**config.mk**
```make
export PLATFORM = sky130hd
export DESIGN_NAME = soundweb_decoder
export DESIGN_NICKNAME = d
export VERILOG_FILES = /design/src/rtl/soundweb_pkg.sv /design/src/rtl/soundweb_decoder.sv
export SDC_FILE = /design/constraint.sdc
export NUM_CORES = 1
export LEC_CHECK = 0
export ABC_AREA = 0
export BUFFER_PORTS_ARGS = -buffer_cell sky130_fd_sc_hd__buf_4
export CORE_ASPECT_RATIO = 1.25
export CORE_MARGIN = 1.5
export CORE_UTILIZATION = 38
export CTS_CLUSTER_DIAMETER = 100
export CTS_CLUSTER_SIZE = 28
export DETAILED_ROUTE_END_ITERATION = 12
export GPL_TIMING_DRIVEN = 0
export SYNTH_ARGS = -nofsm -noshare
export SYNTH_HDL_FRONTEND = slang
export SYNTH_SLANG_ARGS = --single-unit
```
**constraint.sdc**
```tcl
create_clock -name clk -period 15.3 [get_ports clk]
set_clock_uncertainty 0.2 [all_clocks]
set_input_delay 0.765 -clock clk [delete_from_list [all_inputs] [get_ports clk]]
set_output_delay 0.765 -clock clk [all_outputs]
set_load 0.1 [all_outputs]
```
**src/rtl/soundweb_pkg.sv**
```systemverilog
// Shared Soundweb framing constants, field layout and decoder state encoding.
// Used by both the packet encoder and the packet decoder.
package soundweb_pkg;

    localparam logic [7:0] STX        = 8'h02;
    localparam logic [7:0] ETX        = 8'h03;
    localparam logic [7:0] ACK        = 8'h06;
    localparam logic [7:0] NAK        = 8'h15;
    localparam logic [7:0] ESC        = 8'h1B;
    localparam logic [7:0] ESC_OFFSET = 8'h80;

    localparam int PAYLOAD_BYTES = 13;
    localparam int FRAME_BYTES   = 14;

    // Position of each unescaped byte within a frame body
    localparam int COMMAND   = 0;
    localparam int ADDRESS_0 = 1;
    localparam int ADDRESS_1 = 2;
    localparam int ADDRESS_2 = 3;
    localparam int ADDRESS_3 = 4;
    localparam int ADDRESS_4 = 5;
    localparam int ADDRESS_5 = 6;
    localparam int SV_0      = 7;
    localparam int SV_1      = 8;
    localparam int DATA_0    = 9;
    localparam int DATA_1    = 10;
    localparam int DATA_2    = 11;
    localparam int DATA_3    = 12;
    localparam int CHECKSUM  = 13;

    typedef enum logic [1:0] {
        ST_IDLE    = 2'd0,
        ST_BODY    = 2'd1,
        ST_ESCAPED = 2'd2
    } state_e;

    function automatic logic is_reserved_byte(input logic [7:0] value);
        case (value)
            STX, ETX, ACK, NAK, ESC: return 1'b1;
            default:                 return 1'b0;
        endcase
    endfunction

endpackage

```
**src/rtl/soundweb_decoder.sv**
```systemverilog
// Soundweb receive decoder: frames STX/ETX, removes ESC stuffing, checks the XOR
// checksum and publishes the 13 payload bytes only from fully validated packets.
module soundweb_decoder
    import soundweb_pkg::*;
#(
    parameter int unsigned TIMEOUT_CYCLES = 32'd1_000_000
) (
    input  logic       clk,
    input  logic       rst,
    input  logic [7:0] rx_data,
    input  logic       rx_valid,
    output logic [7:0] command,
    output logic [7:0] address_0,
    output logic [7:0] address_1,
    output logic [7:0] address_2,
    output logic [7:0] address_3,
    output logic [7:0] address_4,
    output logic [7:0] address_5,
    output logic [7:0] sv_0,
    output logic [7:0] sv_1,
    output logic [7:0] data_0,
    output logic [7:0] data_1,
    output logic [7:0] data_2,
    output logic [7:0] data_3,
    output logic       packet_valid,
    output logic       checksum_error,
    output logic       framing_error,
    output logic       ack_received,
    output logic       nak_received,
    output logic       busy
);

    localparam int TW = (TIMEOUT_CYCLES > 32'd1) ? $clog2(TIMEOUT_CYCLES + 32'd1) : 1;
    localparam logic [TW-1:0] TIMEOUT_LAST = TW'(TIMEOUT_CYCLES - 32'd1);
    localparam logic [3:0]    LAST_SLOT    = 4'(FRAME_BYTES);
    localparam logic [3:0]    CHK_SLOT     = 4'(CHECKSUM);

    state_e        state_r, state_s;
    logic [3:0]    count_r, count_s;
    logic [7:0]    xor_r, xor_s;
    logic [TW-1:0] timer_r, timer_s;
    logic [7:0]    shadow_r [FRAME_BYTES];
    logic [7:0]    field_r  [PAYLOAD_BYTES];
    logic          store_en_s;
    logic [7:0]    store_data_s;
    logic [7:0]    esc_dec_s;
    logic          load_s;
    logic          pv_s, ce_s, fe_s, ack_s, nak_s;
    logic          pv_r, ce_r, fe_r, ack_r, nak_r, busy_r;

    // Next-state, shadow write, checksum accumulation and status pulse decode
    always_comb begin
        state_s      = state_r;
        count_s      = count_r;
        xor_s        = xor_r;
        timer_s      = timer_r;
        store_en_s   = 1'b0;
        store_data_s = 8'h00;
        load_s       = 1'b0;
        pv_s         = 1'b0;
        ce_s         = 1'b0;
        fe_s         = 1'b0;
        ack_s        = 1'b0;
        nak_s        = 1'b0;
        esc_dec_s    = rx_data - ESC_OFFSET;
        case (state_r)
            ST_IDLE: begin
                timer_s = '0;
                if (rx_valid) begin
                    if (rx_data == STX) begin
                        state_s = ST_BODY;
                        count_s = 4'd0;
                        xor_s   = 8'h00;
                    end else if (rx_data == ACK) begin
                        ack_s = 1'b1;
                    end else if (rx_data == NAK) begin
                        nak_s = 1'b1;
                    end else begin
                        state_s = ST_IDLE;
                    end
                end else begin
                    state_s = ST_IDLE;
                end
            end
            ST_BODY, ST_ESCAPED: begin
                if (rx_valid) begin
                    timer_s = '0;
                    if (state_r == ST_ESCAPED) begin
                        if (is_reserved_byte(esc_dec_s)) begin
                            store_en_s   = 1'b1;
                            store_data_s = esc_dec_s;
                            count_s      = count_r + 4'd1;
                            xor_s        = (count_r < CHK_SLOT) ? (xor_r ^ esc_dec_s) : xor_r;
                            state_s      = ST_BODY;
                        end else begin
                            fe_s    = 1'b1;
                            state_s = ST_IDLE;
                        end
                    end else if (rx_data == ESC) begin
                        // An escape with every slot filled can never complete a valid frame
                        if (count_r == LAST_SLOT) begin
                            fe_s    = 1'b1;
                            state_s = ST_IDLE;
                        end else begin
                            state_s = ST_ESCAPED;
                        end
                    end else if (rx_data == STX) begin
                        fe_s    = 1'b1;
                        count_s = 4'd0;
                        xor_s   = 8'h00;
                    end else if (rx_data == ETX) begin
                        state_s = ST_IDLE;
                        if (count_r != LAST_SLOT) begin
                            fe_s = 1'b1;
                        end else if (xor_r == shadow_r[CHECKSUM]) begin
                            load_s = 1'b1;
                            pv_s   = 1'b1;
                        end else begin
                            ce_s = 1'b1;
                        end
                    end else if ((rx_data == ACK) || (rx_data == NAK) || (count_r == LAST_SLOT)) begin
                        fe_s    = 1'b1;
                        state_s = ST_IDLE;
                    end else begin
                        store_en_s   = 1'b1;
                        store_data_s = rx_data;
                        count_s      = count_r + 4'd1;
                        xor_s        = (count_r < CHK_SLOT) ? (xor_r ^ rx_data) : xor_r;
                    end
                end else if (TIMEOUT_CYCLES == 32'd0) begin
                    timer_s = '0;
                end else if (timer_r == TIMEOUT_LAST) begin
                    fe_s    = 1'b1;
                    state_s = ST_IDLE;
                    timer_s = '0;
                end else begin
                    timer_s = timer_r + {{(TW-1){1'b0}}, 1'b1};
                end
            end
            default: begin
                state_s = ST_IDLE;
            end
        endcase
    end

    // State, shadow file, published fields and registered status outputs
    always_ff @(posedge clk or posedge rst) begin
        if (rst) begin
            state_r <= ST_IDLE;
            count_r <= 4'd0;
            xor_r   <= 8'h00;
            timer_r <= '0;
            for (int i = 0; i < FRAME_BYTES; i++) shadow_r[i] <= 8'h00;
            for (int i = 0; i < PAYLOAD_BYTES; i++) field_r[i] <= 8'h00;
            pv_r    <= 1'b0;
            ce_r    <= 1'b0;
            fe_r    <= 1'b0;
            ack_r   <= 1'b0;
            nak_r   <= 1'b0;
            busy_r  <= 1'b0;
        end else begin
            state_r <= state_s;
            count_r <= count_s;
            xor_r   <= xor_s;
            timer_r <= timer_s;
            if (store_en_s) begin
                shadow_r[count_r] <= store_data_s;
            end
            if (load_s) begin
                for (int i = 0; i < PAYLOAD_BYTES; i++) field_r[i] <= shadow_r[i];
            end
            pv_r    <= pv_s;
            ce_r    <= ce_s;
            fe_r    <= fe_s;
            ack_r   <= ack_s;
            nak_r   <= nak_s;
            busy_r  <= (state_s != ST_IDLE);
        end
    end

    assign command        = field_r[COMMAND];
    assign address_0      = field_r[ADDRESS_0];
    assign address_1      = field_r[ADDRESS_1];
    assign address_2      = field_r[ADDRESS_2];
    assign address_3      = field_r[ADDRESS_3];
    assign address_4      = field_r[ADDRESS_4];
    assign address_5      = field_r[ADDRESS_5];
    assign sv_0           = field_r[SV_0];
    assign sv_1           = field_r[SV_1];
    assign data_0         = field_r[DATA_0];
    assign data_1         = field_r[DATA_1];
    assign data_2         = field_r[DATA_2];
    assign data_3         = field_r[DATA_3];
    assign packet_valid   = pv_r;
    assign checksum_error = ce_r;
    assign framing_error  = fe_r;
    assign ack_received   = ack_r;
    assign nak_received   = nak_r;
    assign busy           = busy_r;

endmodule

```
Yosys cells after proc, flatten, opt, wreduce, memory -nomap -nowiden:

Index checks and enable logic that the tools add are counted.

* bits in registers: 256
* input port bits: 11
* output and inout port bits: 110
* logic and storage cells: 179

* add/sub/neg operators: 3
* magnitude comparators: 3
* eq/ne operators: 25
* muxes and demuxes: 98
* bitwise operators: 3
* reduce and logical (&&, ||, !) cells: 10

Operators by type and width (count)
* 8-bit two-way mux: 20
* 112-bit bitwise mux: 1
* 1-bit two-way mux: 49
* 20-bit two-way mux: 2
* 20-bit one-hot mux with 2 select lines: 1
* 4-bit two-way mux: 9
* 8-bit demux with 4-bit select: 1
* 8-bit by 2-bit == test with 1-bit output (second input constant): 4
* 8-bit by 5-bit == test with 1-bit output (second input constant): 4
* 2-bit two-way mux: 12
* 20-bit by 1-bit adder with 20-bit output (second input constant): 1
* 20-bit == test (second input constant): 1
* 8-bit by 3-bit == test with 1-bit output (second input constant): 2
* 8-bit one-hot mux with 2 select lines: 1
* 8-bit XOR: 2
* 3-bit inequality test (second input constant): 4
* 4-bit inequality test (second input constant): 3
* 10-bit AND reduction: 1
* 8-bit == test: 1
* 4-bit one-hot mux with 2 select lines: 1
* 8-bit AND reduction: 1
* 8-bit subtractor (second input constant): 1
* 2-bit inequality test (second input constant): 3
* 5-bit greater-or-equal comparator (second input constant): 1
* other kinds (14): 16

Depth between registers and ports, before layout:

Gate-level depths: netlist of the first run.

* word-level depth: 12
* mapped depth: 11
* gate-level depth less buffers: 8

Least setup slack after synthesis of the first run:

Ideal clock, no wire load.

* path kind: input-to-reg
* start: input rx_data[5]
* end: register xor_r[0]
* setup time: 0.092 ns
* data arrival time: 2.469 ns
* required time: 15.008 ns
* path slack: 12.539 ns
* stages on the path: 8
* buffers on the path: 2
* cells stage by stage: buf_2 nor4b_2 nand2_1 o21a_1 o311a_1 or3_1 buf_2 o31ai_2

* word-level cells in the longest chain between the ends: 9
* elaborated cells on any way between the ends: 30
* classes of those cells: add/sub (1); eq/ne (16); mux (9); reduce/logical (4)

Ends and longest elaborated chain
* start: declaration: RTL line soundweb_decoder.sv:10 `input logic [7:0] rx_data,`
* 8-bit subtractor: RTL line soundweb_decoder.sv:65 `esc_dec_s = rx_data - ESC_OFFSET;`
* 8-bit by 2-bit == test with 1-bit output (tied with other cells): RTL line soundweb_pkg.sv:38 `case (value)`
* 5-bit OR reduction: RTL line soundweb_pkg.sv:38
* 1-bit two-way mux: RTL line soundweb_pkg.sv:38
* 1-bit two-way mux: RTL line soundweb_decoder.sv:88 `if (state_r == ST_ESCAPED) begin`
* 1-bit two-way mux: RTL line soundweb_decoder.sv:86 `if (rx_valid) begin`
* 1-bit two-way mux: RTL line soundweb_decoder.sv:66 `case (state_r)`
* 3-bit inequality test (no source line)
* 10-bit AND reduction (no source line)
* end signal: assignment: RTL line soundweb_decoder.sv:164 `xor_r <= xor_s;`
* end: declaration: RTL line soundweb_decoder.sv:40 `logic [7:0] xor_r, xor_s;`

Parallel ways exist; a longest one is shown, timed or not. The select of a mux whose other input is x is not followed.
A chain may end at the register's enable or synchronous reset.

Worst setup path in the final report of the first run:

* start: register count_r[0]
* end: register field_r, in the netlist data_3[3]

* word-level cells in the longest chain between the ends: 8

Ends and longest elaborated chain
* start: declaration: RTL line soundweb_decoder.sv:39 `logic [3:0] count_r, count_s;`
* start signal: assignment: RTL line soundweb_decoder.sv:163 `count_r <= count_s;`
* 4-bit inequality test: RTL line soundweb_decoder.sv:113 `if (count_r != LAST_SLOT) begin`
* 1-bit two-way mux: RTL line soundweb_decoder.sv:113
* 1-bit two-way mux: RTL line soundweb_decoder.sv:111 `end else if (rx_data == ETX) begin`
* 1-bit two-way mux: RTL line soundweb_decoder.sv:107 `end else if (rx_data == STX) begin`
* 1-bit two-way mux: RTL line soundweb_decoder.sv:99 `end else if (rx_data == ESC) begin`
* 1-bit two-way mux: RTL line soundweb_decoder.sv:88
* 1-bit two-way mux: RTL line soundweb_decoder.sv:86
* 1-bit two-way mux: RTL line soundweb_decoder.sv:66
* end: declaration: RTL line soundweb_decoder.sv:43 `logic [7:0] field_r [PAYLOAD_BYTES];`

No other way between the ends.

==> metrics.csv, run 1 <==
metric,value,unit
outcome,"complete, no violations",
cp_data_arrival_time,3350,ps
netlist_area,10800,um2
hp-class,register to register,
syn_inst,994,
fin_tns_setup,0,ps
final_max_slew_viol_count,0,
synthDistinctLibCells,54,
drc,0,
path_max_fanout,10,
hold_viol,0,
layout.nets,1150,
synth_edf_count,0,
grt_pass1_vias,7460,
fin_util,45.12,%
cts-root-buf,clkbuf_16,
synth_flop_cell,dfrtp_1,
ys_seq_area_share,59.33,%
synth.avg_cell_area,10.86,um2
postCtsSetupBuffers,0,
fmax,320.3,MHz
power,1.086,mW
ctsResizeCount,0,
clock_latency,490,ps
die_area,29440,um2
grt_pass1_wl,40770,um
power_density,86.53,nW/um2
yosys_warnings,0,
htree_num_levels,1,
fin_crit_sh,20.41,%
drtAntennaViolNets,0,
cts_tree,done,
area_growth,16.26,%
worstMarginPinSlew,1288,ps
avgRoutedWirePerCell,16.80,um
viasPerCell,5.028,
hp-start,sv_1[6]$_DFFE_PP0P_,
clock_path_buffers,3,
cap_violations,0,
setup_viol,0,
io_buffers,118,
die_y,191.5,um
fin_crit,3122,ps
synthesis.nets,1014,
async_flop_share,100.0,%
antenna_found_initial,0,
num_rows,68,
cts.clk_slew.worst_paths,100,ps
place_congestion,0.8674,
initial_core_util,38.81,%
p_leak,6.635,nW
dr.pass1.iters,4,
io_pins,121,
relSlewSlack,13.92,%
r2r-start,count_r[0]$_DFFE_PP0P_,
n_antenna_cell,0,
cts_sinks,256,
routed_wl,24890,um
track_usage,17.37,%
worstSetupEndpointType,register,
fp.dieW,153.8,um
ys_ff_latch,256,
max-vdd-ir-drop,0.05037,mV
crit_required,15530,ps
core,27820,um2
drtIter0Drc,342,
hpwlAfterDp,17100,um
cts_buffers,13,
vias,7446,
rsz0062_at_grt,no,
grt_max_degree,124,
start_kind,register,
drive_gt1_share,24.31,%
startpoint,count_r[0]$_DFFE_PP0P_,
critical_path_class,register to register,
overflow,0,
-- layout make-up --
cell class	instances	area, um2
flip-flops and latches	256	6406
clock buffers	13	325.3
plain buffers	51	216.5
well taps	350	437.9
inverters	7	33.78
multi-input cells	680	4148
repair buffers	121	950.9
fillers	2699	15270
clock inverters	3	33.78
-- layer usage --
metal,share of wire (%),up-vias,global-route usage [%]
met2,50,155,30.33
met1,45,3684,23.43
met4,1.4,0,3.771
met5,0,-,0
li1,-,3585,-
met3,3.5,22,1.768
-- layout by cell type, fill, tap and decap left out, types with 6 or more instances in the layout --
cell type  instances
a21oi_1           11
and2_1             8
and3_1            10
buf_2             13
buf_4            118
clkbuf_1          34
clkbuf_16         13
dfrtp_1          256
ha_1               9
inv_1              6
mux2_1             9
mux2_2           103
nand2_1          339
nand2b_1           9
nand3_1           23
nand3_4           10
nand4_1            8
nor2_1            18
o21ai_0           36
o21ai_1           11
o31ai_1            6
xnor2_1           12
-- final timing paths --
| check | cells after the start | endpoint | slack, ps |
|---|---|---|---|
| max | 9 | data_3[3]$_DFFE_PP0P_ | 12180 |
| min in group asynchronous | 3 | address_4[2]$_DFFE_PP0P_ | 550 |
| max in group asynchronous | 4 | timer_r[8]$_DFFE_PP0P_ | 13510 |
| min reg2reg | 2 | sv_1[6]$_DFFE_PP0P_ | 280 |
| max reg2reg | 9 | data_3[3]$_DFFE_PP0P_ | 12180 |
| min | 2 | sv_1[6]$_DFFE_PP0P_ | 280 |
-- cells by family after synthesis --
group	after synthesis	synth area share (%)
and+or+nand+nor	462	19.77
buffers and inverters	58	2.248
adders and majority gates	9	1.043
xor gates and xnor gates	15	1.217
AOI/OAI and AO/OA	82	4.705
muxes	112	11.68
DFF	256	59.33
-- per-stage QoR --
stage          hold WS (ps)  cells  instance area (um2)  setup WS (ps)
3_3_place_gp          248.5   1462                12120           4313
2_1_floorplan         240.6    994                10800           7293
6_report              275.1   1481                12550          12180
4_1_cts               282.9   1481                12550          12120
3_5_place_dp          257.3   1464                12180          11910
5_1_grt               300.8   1481                12550          11870
-- state kept, by name, indices dropped and copies added, names as in the netlist, 4 cells and up --
| register | cells |
|---|---|
| data_1 | 8 |
| sv_0 | 8 |
| address_1 | 8 |
| xor_r | 8 |
| shadow_r | 112 |
| timer_r | 20 |
| data_0 | 8 |
| address_0 | 8 |
| address_5 | 8 |
| count_r | 4 |
| command | 8 |
| address_2 | 8 |
| data_2 | 8 |
| address_4 | 8 |
| data_3 | 8 |
| sv_1 | 8 |
| address_3 | 8 |
-- worst max-delay path: stages, from the launching register on --
cell      delay, ps
dfrtp_1         450
inv_1           110
ha_1            340
and3_1          290
and3_1          190
nand3_1         260
clkbuf_1        600
clkbuf_1        440
nand2_1         100
nand2_1          70
-- power by group --
part	internal [mW]	switching, mW	leakage (nW)
Clock	0.160	0.218	0.177
Combinational	0.00605	0.0252	2.88
Sequential	0.677	0.000248	3.58
-- what timing repair did --
item	in CTS	in global routing
endpoints found under the setup margin	0	0
hold buffers	1	0
hold endpoints to repair	19	0
-- synthesized netlist by cell type, types with 2 or more instances --
master | number | area share [%]
a21o_1 | 2 | 0.14
a21oi_1 | 11 | 0.51
a32o_1 | 2 | 0.19
and2_1 | 8 | 0.46
and3_1 | 10 | 0.58
and4_1 | 5 | 0.41
buf_1 | 2 | 0.070
buf_2 | 13 | 0.60
clkbuf_1 | 34 | 1.2
dfrtp_1 | 256 | 59
ha_1 | 9 | 1.0
inv_1 | 7 | 0.24
mux2_1 | 9 | 0.94
mux2_2 | 103 | 11
nand2_1 | 339 | 12
nand2b_1 | 9 | 0.52
nand3_1 | 23 | 1.1
nand3_4 | 10 | 1.6
nand4_1 | 8 | 0.46
nor2_1 | 18 | 0.63
nor2b_1 | 3 | 0.17
nor3_1 | 4 | 0.19
nor3_2 | 2 | 0.19
nor3b_1 | 5 | 0.35
nor4_1 | 3 | 0.17
nor4b_1 | 2 | 0.16
o21a_1 | 2 | 0.14
o21ai_0 | 36 | 1.7
o21ai_1 | 11 | 0.51
o31ai_1 | 6 | 0.42
o41ai_1 | 3 | 0.24
or2_2 | 3 | 0.17
or4_1 | 2 | 0.14
xnor2_1 | 12 | 0.97
xor2_1 | 3 | 0.24
Power figures use the tool's default switching activity.
==> run 2, diff against run 1 <==
==> constraint.sdc (replaced) <==
create_clock -name clk -period 3 [get_ports clk]
set_clock_uncertainty 0.2 [all_clocks]
set_input_delay 0.15 -clock clk [delete_from_list [all_inputs] [get_ports clk]]
set_output_delay 0.15 -clock clk [all_outputs]
set_load 0.1 [all_outputs]
==> run 2 against run 1 <==
  * Register-to-register slack got worse by 12000 ps
  * Largest power group unchanged
  * Utilization up 0.81 points
  * Non-clock buffer count up 13
  * First-iteration DRC count grew 8.2%
  * Critical path depth down 1
==> metrics.csv, run 2 (synthesized netlist as in run 1, its figures left out) <==
metric,value,unit,change
core,27820,um2,unchanged
max-vdd-ir-drop,0.2740,mV,+440%
hold_slack,23.80,ps,-251.3 ps
power_density,436.9,nW/um2,+400%
grt_max_degree,42,,-66%
r2r-start,count_r[0]$_DFFE_PP0P_,,
cap_violations,0,,unchanged
rsz0062_at_grt,no,,
crit_required,3170,ps,-12360 ps
cts_tree,done,,
placedInstanceArea,12260,um2,+0.67%
io_pins,121,,unchanged
dr.pass1.iters,4,,unchanged
cp_data_arrival_time,3010,ps,-340 ps
antenna_found_initial,0,,unchanged
worstMarginPinSlew,823.9,ps,-464.5 ps
critical_path_class,register to register,,
layout_setup_ws,158.5,ps,-12020 ps
cts-root-buf,clkbuf_16,,
final_cell_mix,"339 x nand2_1, 255 x dfrtp_1, 118 x buf_4, 103 x mux2_2, 36 x o21ai_0",,
cts_sinks,256,,unchanged
fin_crit_sh,94.72,%,+74 points
wl_met1,11610,um,+3.3%
r2r-end,shadow_r[49]$_DFFE_PP0P_,,
top_register,shadow_r,,
final_area,12780,um2,+1.8%
hpwlAfterDp,17470,um,+2.2%
viasPerCell,4.990,,-0.75%
num_rows,68,,unchanged
place_congestion,0.8288,,-4.5%
vias,7455,,+0.12%
p_int,4.318,mW,+410%
wl_met3,721,um,-18%
power_frac_seq,61.8,%,-0.5 points
worstSetupEndpointType,register,,
setup_viol,0,,unchanged
hold_viol,0,,unchanged
cts.clk_slew.worst_paths,100,ps,about the same
clock_path_buffers,3,,unchanged
top_regs,"shadow_r: 112 flops, timer_r: 20 flops",,
n_antenna_cell,0,,unchanged
fin_crit,2842,ps,-280.7 ps
postCtsSetupBuffers,0,,unchanged
die_area,29440,um2,unchanged
relSlewSlack,45.07,%,+31 points
p_leak,6.717,nW,+1.2%
drc,0,,unchanged
initial_core_util,38.81,%,unchanged
grt_pass1_vias,7409,,-0.68%
outcome,"complete, no violations",,
swShare,22.65,%,+0.23 points
clock_latency,500,ps,about the same
io_buffers,118,,unchanged
startpoint,count_r[0]$_DFFE_PP0P_,,
reg2reg_setup_slack,160,ps,-12020 ps
place_ws,-150.3,ps,-12060 ps
drive_gt1_share,25.96,%,+1.6 points
met2_wirelength,12310,um,-0.78%
highest_layer,met4,,
final_common_cell,nand2_1,,
htree_num_levels,1,,unchanged
grt_pass1_wl,40600,um,-0.41%
path_max_fanout,10,,unchanged
final_max_slew_viol_count,0,,unchanged
largest_reg_flops,112,,unchanged
avgRoutedWirePerCell,16.74,um,-0.36%
layout.nets,1163,,+1.1%
rr_worst_depth,8,,-1
track_usage,17.34,%,-0.039 points
drtAntennaViolNets,0,,unchanged
fmax,351.9,MHz,+9.9%
fp.dieW,153.8,um,unchanged
routed_wl,25010,um,+0.51%
p_comb_share,3.3,%,+0.4 points
die_y,191.5,um,unchanged
area_growth,18.33,%,
hp-class,input pin to register,,
drtIter0Drc,370,,+8.2%
start_kind,register,,
overflow,0,,unchanged
cts_buffers,13,,unchanged
clkPwrFrac,34.9,%,about the same
fillers,2637,,-2.3%
crit_end,shadow_r[49]$_DFFE_PP0P_,,
switchingPower,1.265,mW,+420%
[run 2: cell types whose count changed in the layout (fill, tap and decap cells not counted), moves of 2 or more]
cell and delta:
dlygate4sd3_1 +8, nor3b_2 +2, nand3_2 +4, clkbuf_1 -8
buf_12 +7, nor3b_1 -2, clkbuf_2 +7, buf_16 -2
nand3_1 -4
[run 2: timing repair]
action	CTS	global route
setup endpoints to repair	140	184
gates resized for setup	4	23
pin swaps	0	0
gates cloned	0	0
hold endpoints to repair	98	0
hold buffers	9	0
[run 2: cell type report]
cell class                 count  area [um2]  area share [%]
clock inverter                 3       37.54          0.2938
buffer                        51       229.0           1.792
tap                          350       437.9           3.428
sequential                   256        6407           50.15
timing repair buffer         134        1116           8.736
clock buffer                  13       325.3           2.546
inverter                       7       30.03          0.2350
multi-input combinational    680        4193           32.82
[run 2: power by group through the flow]
stage | Clock [mW] | Combinational [mW] | Sequential, mW
6_report | 1.95 | 0.183 | 3.45
5_1_grt | 2.15 | 0.207 | 3.45
3_3_place_gp | 0 | 0.156 | 3.52
4_1_cts | 2.03 | 0.190 | 3.45
3_5_place_dp | 0 | 0.180 | 3.52
2_1_floorplan | 0 | 0.0890 | 3.52
[run 2: how the worst min path moves through the flow]
stage                                   start                        to  slack (ps)  depth (start not counted)
floorplan                            rx_valid   timer_r[13]$_DFFE_PP0P_         160                          3
global placement    shadow_r[101]$_DFFE_PP0P_  address_0[5]$_DFFE_PP0P_         250                          2
detailed placement                        rst  shadow_r[65]$_DFFE_PP0P_          40                          2
CTS                                rx_data[4]      state_r[1]$_DFF_PP0_           4                          4
global route                       rx_data[4]      state_r[1]$_DFF_PP0_          50                          4
finish                             rx_data[4]      state_r[1]$_DFF_PP0_          20                          4
[run 2: metrics by stage]
stage          util, %  setup TNS (ps)  instances  total power, mW
5_1_grt          45.92               0       1494            5.806
3_5_place_dp     44.08          -10190       1469            3.700
3_3_place_gp     43.58         -593770       1462            3.678
4_1_cts          45.77           -4892       1494            5.673
6_report         45.92               0       1494            5.582
2_1_floorplan        -         -184740        994            3.611
[run 2: critical path: stages (launching register included)]
cell and delay, ps:
dfrtp_2 430, inv_1 90, ha_2 270, and3_1 260
a41o_1 270, o31ai_4 400, buf_6 290, nand3_4 190
mux2_2 330
[run 2: routing by layer]
layer | up-vias | track usage, %
met5 | - | 0
met4 | 0 | 3.697
met3 | 23 | 2.063
met2 | 115 | 29.57
met1 | 3698 | 23.80
li1 | 3619 | -
